[src/rtl/eq4_code_driver.sv]
// eq4_code_driver: programs an eq4 lock code with push1, or sweeps all codes with push2 to find the stored one.
module eq4_code_driver #(
  parameter int W             = 4,
  parameter int SETTLE_CYCLES = 2,
  parameter int PULSE_CYCLES  = 4,
  parameter int RESP_CYCLES   = 3
) (
  input  logic         clk,
  input  logic         reset,
  input  logic         start,
  input  logic         prog,
  input  logic [W-1:0] code_in,
  output logic [W-1:0] no,
  output logic         push1,
  output logic         push2,
  input  logic         ledpin,
  output logic         busy,
  output logic         done,
  output logic         found,
  output logic [W-1:0] found_code,
  output logic [W:0]   trials
);
  localparam int CW = 8;
  typedef enum logic [2:0] {IDLE, SETUP, PUSH, WAIT, DONE} state_t;
  state_t        state_q;
  logic [CW-1:0] cnt_q;
  logic          mode_q;
  logic [W-1:0]  code_q, cand_q, no_q, found_code_q;
  logic          push1_q, push2_q, busy_q, done_q, found_q;
  logic [W:0]    trials_q;
  logic [W-1:0]  cand_d;
  assign cand_d = cand_q + W'(1);
  always_ff @(posedge clk) begin
    if (reset) begin
      state_q      <= IDLE;
      cnt_q        <= '0;
      mode_q       <= 1'b0;
      code_q       <= '0;
      cand_q       <= '0;
      no_q         <= '0;
      push1_q      <= 1'b0;
      push2_q      <= 1'b0;
      busy_q       <= 1'b0;
      done_q       <= 1'b0;
      found_q      <= 1'b0;
      found_code_q <= '0;
      trials_q     <= '0;
    end else begin
      done_q <= 1'b0;
      case (state_q)
        IDLE: if (start) begin
          state_q  <= SETUP;
          cnt_q    <= '0;
          mode_q   <= prog;
          cand_q   <= '0;
          found_q  <= 1'b0;
          trials_q <= '0;
          busy_q   <= 1'b1;
          no_q     <= prog ? code_in : '0;
          if (prog) code_q <= code_in;
        end
        SETUP: if (cnt_q == CW'(SETTLE_CYCLES - 1)) begin
          state_q <= PUSH;
          cnt_q   <= '0;
          push1_q <= mode_q;
          push2_q <= !mode_q;
        end else cnt_q <= cnt_q + CW'(1);
        PUSH: if (cnt_q == CW'(PULSE_CYCLES - 1)) begin
          cnt_q   <= '0;
          push1_q <= 1'b0;
          push2_q <= 1'b0;
          if (mode_q) begin
            state_q <= DONE;
            busy_q  <= 1'b0;
            done_q  <= 1'b1;
          end else begin
            state_q  <= WAIT;
            trials_q <= trials_q + (W+1)'(1);
          end
        end else cnt_q <= cnt_q + CW'(1);
        WAIT: if (cnt_q == CW'(RESP_CYCLES - 1)) begin
          cnt_q <= '0;
          // ledpin only matters on this final response cycle
          if (ledpin || cand_q == '1) begin
            state_q      <= DONE;
            busy_q       <= 1'b0;
            done_q       <= 1'b1;
            found_q      <= ledpin;
            found_code_q <= ledpin ? cand_q : found_code_q;
          end else begin
            state_q <= SETUP;
            cand_q  <= cand_d;
            no_q    <= cand_d;
          end
        end else cnt_q <= cnt_q + CW'(1);
        default: state_q <= IDLE;
      endcase
    end
  end
  assign no         = no_q;
  assign push1      = push1_q;
  assign push2      = push2_q;
  assign busy       = busy_q;
  assign done       = done_q;
  assign found      = found_q;
  assign found_code = found_code_q;
  assign trials     = trials_q;
  a_no_overlap: assert property (@(posedge clk) !(push1_q && push2_q));
endmodule

[config.mk]
export PLATFORM = sky130hd
export DESIGN_NAME = eq4_code_driver
export DESIGN_NICKNAME = d
export VERILOG_FILES = /design/src/rtl/eq4_code_driver.sv
export SDC_FILE = /design/constraint.sdc
export NUM_CORES = 1
export LEC_CHECK = 0
export BUFFER_PORTS_ARGS = -buffer_cell sky130_fd_sc_hd__buf_4
export CELL_PAD_IN_SITES_DETAIL_PLACEMENT = 1
export CELL_PAD_IN_SITES_GLOBAL_PLACEMENT = 2
export CORE_ASPECT_RATIO = 1.5
export CORE_UTILIZATION = 34
export DETAILED_ROUTE_END_ITERATION = 16
export HOLD_SLACK_MARGIN = 0.06
export PLACE_DENSITY_LB_ADDON = 0.1
export SLEW_MARGIN = 20
export SYNTH_ARGS = -nofsm -noshare
export SYNTH_HDL_FRONTEND = slang
export SYNTH_SLANG_ARGS = --single-unit
export TNS_END_PERCENT = 100
[constraint.sdc]
create_clock -name clk -period 2.35 [get_ports clk]
set_input_delay 0.1175 -clock clk [delete_from_list [all_inputs] [get_ports clk]]
set_output_delay 0.1175 -clock clk [all_outputs]
set_load 0.02 [all_outputs]
==> metrics.csv, run 1 <==
stage,metric,value,unit
status,status,completed,
worst_setup_path,reg2reg path depth,6,
synth,number of synthesized flops with an enable pin,0,
pwr,P per Cell Area,710.3,mW/mm^2
clock_tree,post-cts resize count,0,
synth,Async SR Flop Fraction,0,
worst_setup_path,crit end category,flip-flop,
worst_setup_path,CP Launch Type,flip-flop,
worst_setup_path,"logic depth of the worst path, buffers included",6,
sta,Final Setup Violations,0,
worst_setup_path,CP cell instances,inv_1 -> ha_1 -> nor3b_2 -> and3_1 -> a211oi_1 -> a311oi_1,
route,DRC viols,0,
grt,number of global-route vias before repair,1980,
final_layout,sequential cell area,680.7,sq um
worst_setup_path,buffers plus inverters on the worst setup path,1,
die,# IOs,27,
sta,RSZ-0062 raised after global routing,no,
job,max-cap violations,0,
grt,largest net degree at the start of global routing,31,
die,Row Count,33,
worst_hold_path,Hold Crit Depth,3,
worst_setup_path,Worst Path Arrival,2.18,ns
synth,Yosys cell types,51,
clock_tree,CTS root buf,clkbuf_8,
sta,Max Fclk,503.2,MHz
clock_tree,clk_lat worst skew,0.29,ns
final_layout,fill count,680,
route,number of routed nets with antenna violations,0,
grt,global routing met3 resource utilization,0.03019,
final_layout,Multi-input gate area,0.001162,sq mm
worst_setup_path,CP max-delay cell,nor3b_2,
pwr,Leakage,0.0008895,uW
grt,All-Layer GR Usage,0.2094,
grt,Most Crowded Layer GR,met2,
final_layout,Non-Filler Instances,338,
route,via count,1945,
synth,Mapped Cells,235,
clock_tree,clk sinks,34,
clock_tree,H-Tree Depth,2,
synth,YS warnings,0,
clock_tree,clk buf depth,2,
grt,initial antenna violation count,0,
route,Detailed Routing Iterations Pass 1,4,
die,core box area,0.005492,sq mm
die,Die X,63.57,um
sta,Tcrit/Tclk final,0.8456,
placement,Final HPWL DP,4308,um
clock_tree,# Post-CTS Setup Buffers,0,
sta,"Slew Viols, Final",0,
synth,top post-synthesis cells by area,"dfxtp_1 (35%), a21oi_1 (4.4%), nand2_1 (4.3%)",
clock_tree,Worst-path clk slew,0.07,ns
final_layout,share of cells above drive strength 1,0.2313,
sta,Worst-Margin Slew,0.6001,ns
sta,Hold Worst Slack,0.1173,ns
worst_setup_path,Worst Path Max Fanout,7,
placement,pre-CTS WS,0.3644,ns
placement,placed insts,330,
synth,Yosys top cell area share,0.3521,
clock_tree,total CTS buffers,5,
die,Vert. Die Dim,94.35,um
route,Avg Vias per Cell,5.754,
die,Die ar.,0.005997,sq mm
sta,post-route setup TNS,0,ns
sta,final worst path period need,1.987,ns
final_layout,n_diodes,0,
grt,GR Util met1,0.2181,
placement,PortBufs,26,
worst_setup_path,CP top delay family,simple AND/OR/NAND/NOR gates,
synth,share of the yosys chip area belonging to registers,0.3521,
grt,met2 GRT Util,0.4122,
worst_setup_path,CP required,2.55,ns
pwr,Design Power,1681,uW
sta,final-report hold violation count,0,
sta,Worst Clk Skew,0.006774,ns
worst_hold_path,Hold WC Path Type,input pin to flip-flop,
synth,mapped cell area,0.001933,sq mm
final_layout,NumNets Final,281,
pwr,VDD IR max,320.8,uV
grt,global-route wire length before repair,9729,um
final_layout,area delta synth->final,22.46,%
synth,Synth Register Bits,34,
sta,slew margin rel.,0.5981,
worst_setup_path,Critical Path Max Stage Delay,0.45,ns
route,routed len/inst,17.31,um
synth,leading area contributor after synthesis,dfxtp_1,
route,final wirelength,5850,um
clock_tree,Hold Buf Count CTS,0,
clock_tree,CTS tree,yes,
route,DRT iter0 DRCs,37,
sta,final setup margin,0.3629,ns
grt,GRT overflow,0,
worst_setup_path,Crit Path Class,flip-flop to flip-flop,
synth,Mean Syn Cell Area,8.226,sq um
die,Initial Utilization,0.3520,
synth,Syn Nets,249,
placement,Placer Congestion,0.7803,
synth,top_reg_cell synth,dfxtp_1,
==> tightest hold or removal path: stages <==
cell and delay, ns:
buf_4 0.13, nand2_1 0.05, a21oi_1 0.05
==> final timing paths <==
kind,startpoint,endpoint,slack (ns)
max,cnt_q[0],no[3],0.36
min,prog,mode_q,0.12
max reg2reg,cnt_q[0],no[3],0.36
min reg2reg,found_code[0],found_code[0],0.45
==> cell type report <==
| type | count | area share |
|---|---|---|
| flip-flops and latches | 34 | 0.2875 |
| repair buffers | 43 | 0.1364 |
| well taps | 70 | 0.03700 |
| clock inverters | 1 | 0.002114 |
| multi-input cells | 177 | 0.4910 |
| inverters | 6 | 0.009514 |
| clock buffers | 7 | 0.03647 |
==> kinds of logic (layout without fill, tap and decap cells) <==
group	after synthesis	in the layout	synth area share
xor gates and xnor gates	6	6	0.02718
adders and majority gates	5	5	0.03236
AOI/OAI and AO/OA	62	62	0.2201
buffers and inverters	24	57	0.04984
and+or+nand+nor	100	100	0.2971
muxes	4	4	0.02136
DFF	34	34	0.3521
==> layout by cell type, fill, tap and decap left out, types with 5 or more instances in the layout <==
| cell | count |
|---|---|
| a21oi_1 | 17 |
| nand2_1 | 22 |
| nand4_1 | 5 |
| buf_4 | 43 |
| o31ai_1 | 5 |
| o211ai_1 | 5 |
| a31oi_1 | 12 |
| nor4_1 | 6 |
| nor2_1 | 12 |
| nand3_1 | 15 |
| or3_1 | 5 |
| ha_1 | 5 |
| nor3_1 | 5 |
| clkbuf_8 | 6 |
| inv_1 | 6 |
| dfxtp_1 | 34 |
==> metrics by stage <==
| step | util | area [sq um] |
|---|---|---|
| after CTS | 0.4311 | 2367 |
| final | 0.4311 | 2367 |
| after global routing | 0.4311 | 2367 |
| after detailed placement | 0.4144 | 2276 |
| after floorplan | - | 1933 |
| after global placement | 0.4144 | 2276 |
==> where the power goes <==
group          internal (uW)  switching [uW]  leakage (uW)
logic                    225             314      0.000566
registers                617            62.6      0.000276
clock network            237             225     0.0000482
==> synth_stat cells (4+ instances only) <==
| library cell | count |
|---|---|
| or3_1 | 5 |
| dfxtp_1 | 34 |
| clkbuf_1 | 12 |
| o211ai_1 | 5 |
| ha_1 | 5 |
| xnor2_1 | 4 |
| nor2_1 | 12 |
| nand2_1 | 22 |
| nand4_1 | 5 |
| a21oi_1 | 17 |
| nand3_1 | 15 |
| nor3_1 | 5 |
| a311oi_1 | 4 |
| a31oi_1 | 12 |
| or4_1 | 4 |
| o31ai_1 | 5 |
| inv_1 | 6 |
| nor4_1 | 6 |
==> flip-flops by register name, summed over array words and instances (netlist names), 3 cells and up <==
| signal | count |
|---|---|
| state_q | 3 |
| no | 4 |
| found_code | 4 |
| cnt_q | 8 |
| cand_q | 4 |
| trials | 5 |
==> routing by layer <==
layer | wire length (um) | share of wire
met4 | 81 | 0.014
met2 | 3235 | 0.55
met5 | 0 | 0
met1 | 2426 | 0.41
met3 | 107 | 0.018
Note: power is estimated with default switching activity, not from simulation.
==> inputs of run 2 (changes only) <==
==> constraint.sdc (replaced) <==
create_clock -name clk -period 2 [get_ports clk]
set_input_delay 0.1 -clock clk [delete_from_list [all_inputs] [get_ports clk]]
set_output_delay 0.1 -clock clk [all_outputs]
set_load 0.02 [all_outputs]
==> metrics.csv, run 2 (same netlist as run 1, synthesis figures left out) <==
stage,metric,value,unit
status,status,completed,
die,Initial Utilization,0.3520,
die,Row Count,33,
die,core box area,0.005492,sq mm
route,DRT iter0 DRCs,73,
route,Detailed Routing Iterations Pass 1,4,
sta,Worst-Margin Slew,0.4098,ns
die,Die ar.,0.005997,sq mm
route,Avg Vias per Cell,5.716,
sta,RSZ-0062 raised after global routing,no,
worst_setup_path,Crit Path Class,flip-flop to flip-flop,
grt,largest net degree at the start of global routing,31,
final_layout,share of cells above drive strength 1,0.2618,
route,DRC viols,0,
sta,slew margin rel.,0.7252,
placement,PortBufs,26,
final_layout,final core utilization,0.4425,
sta,Hold Worst Slack,0.09480,ns
grt,global-route wire length before repair,10050,um
grt,number of global-route vias before repair,2045,
pwr,VDD IR max,382.3,uV
clock_tree,clk sinks,34,
grt,GRT overflow,0,
die,Vert. Die Dim,94.35,um
clock_tree,clk_lat worst skew,0.29,ns
final_layout,largest register by flop count,cnt_q,
route,routed len/inst,17.37,um
sta,final worst path period need,1.928,ns
sta,Worst Clk Skew,0.01000,ns
grt,initial antenna violation count,0,
final_layout,fill count,680,
sta,post-route setup TNS,0,ns
worst_setup_path,Worst Path Max Fanout,5,
final_layout,area delta synth->final,25.70,%
final_layout,n_diodes,0,
sta,"Slew Viols, Final",0,
worst_setup_path,CP required,2.19,ns
sta,Final Setup Violations,0,
worst_setup_path,CP Launch Type,flip-flop,
placement,Placer Congestion,0.8032,
placement,Final HPWL DP,4486,um
sta,Tcrit/Tclk final,0.9640,
final_layout,NumNets Final,288,
placement,dpl cell area,0.002328,sq mm
die,# IOs,27,
pwr,Leakage,0.0009253,uW
clock_tree,CTS root buf,clkbuf_8,
clock_tree,total CTS buffers,5,
clock_tree,H-Tree Depth,2,
sta,final-report hold violation count,0,
pwr,Design Power,2011,uW
final_layout,max FFs per register,8,
job,max-cap violations,0,
clock_tree,clk buf depth,2,
worst_setup_path,Worst Path Arrival,2.12,ns
route,final wirelength,5992,um
final_layout,most frequent cells in the layout,"buf_4 (50), dfxtp_1 (33), nand2_1 (22)",
grt,All-Layer GR Usage,0.2185,
worst_hold_path,Hold WC Path Type,input pin to flip-flop,
die,Die X,63.57,um
route,via count,1972,
final_layout,"commonest non-fill, non-tap cell in the layout",buf_4,
sta,Max Fclk,518.7,MHz
final_layout,finished layout cell area,0.002430,sq mm
clock_tree,Hold Buf Count CTS,0,
clock_tree,CTS tree,yes,
worst_setup_path,crit end category,flip-flop,
clock_tree,Worst-path clk slew,0.08,ns
route,number of routed nets with antenna violations,0,
pwr,P per Cell Area,827.8,mW/mm^2
run 2: what timing repair did:
action | in CTS | in global routing
pin swaps | 0 | 0
setup buffers | 0 | 0
setup endpoints to repair | 1 | 2
gates resized for setup | 1 | 1
run 2: metal layers:
metal  GRT usage  routed length, um
met1      0.2244               2432
met2      0.4220               3238
met3     0.03140                137
met4      0.1080                182
met5           0                  0
run 2: layout make-up:
type                    count  area (sq um)  area share
flip-flops and latches     34         681.9      0.2806
clock inverters             2         12.51    0.005149
multi-input cells         177          1167      0.4804
clock buffers               6         82.58     0.03399
inverters                   6         22.52    0.009269
well taps                  70         87.58     0.03605
repair buffers             50         375.4      0.1545
run 2: final timing paths:
kind | slack [ns] | startpoint | cells past startpoint | endpoint
worst min-delay path | 0.09 | prog | 3 | mode_q
worst max-delay path | 0.07 | cnt_q[0] | 5 | trials[1]
worst max register to register | 0.07 | cnt_q[0] | 5 | trials[1]
worst min register to register | 0.46 | found_code[3] | 2 | found_code[3]
run 2: worst max-delay path, cell delays in order (launching register included):
cell	delay, ns
dfxtp_2	0.37
ha_1	0.17
or3b_2	0.48
o31a_1	0.32
o311a_1	0.31
a31o_1	0.19
run 2: power by group:
group	internal, uW	total, uW	switching (uW)
clock	277	553	276
combinational	279	672	393
sequential	727	787	59.9
total	1280	2010	728
run 2: stage by stage:
step | setup slack [ns] | instances
floorplan | 0.05421 | 235
global placement | 0.04558 | 337
detailed placement | -0.02010 | 337
CTS | 0.04567 | 345
global route | 0.004164 | 345
finish | 0.07209 | 345
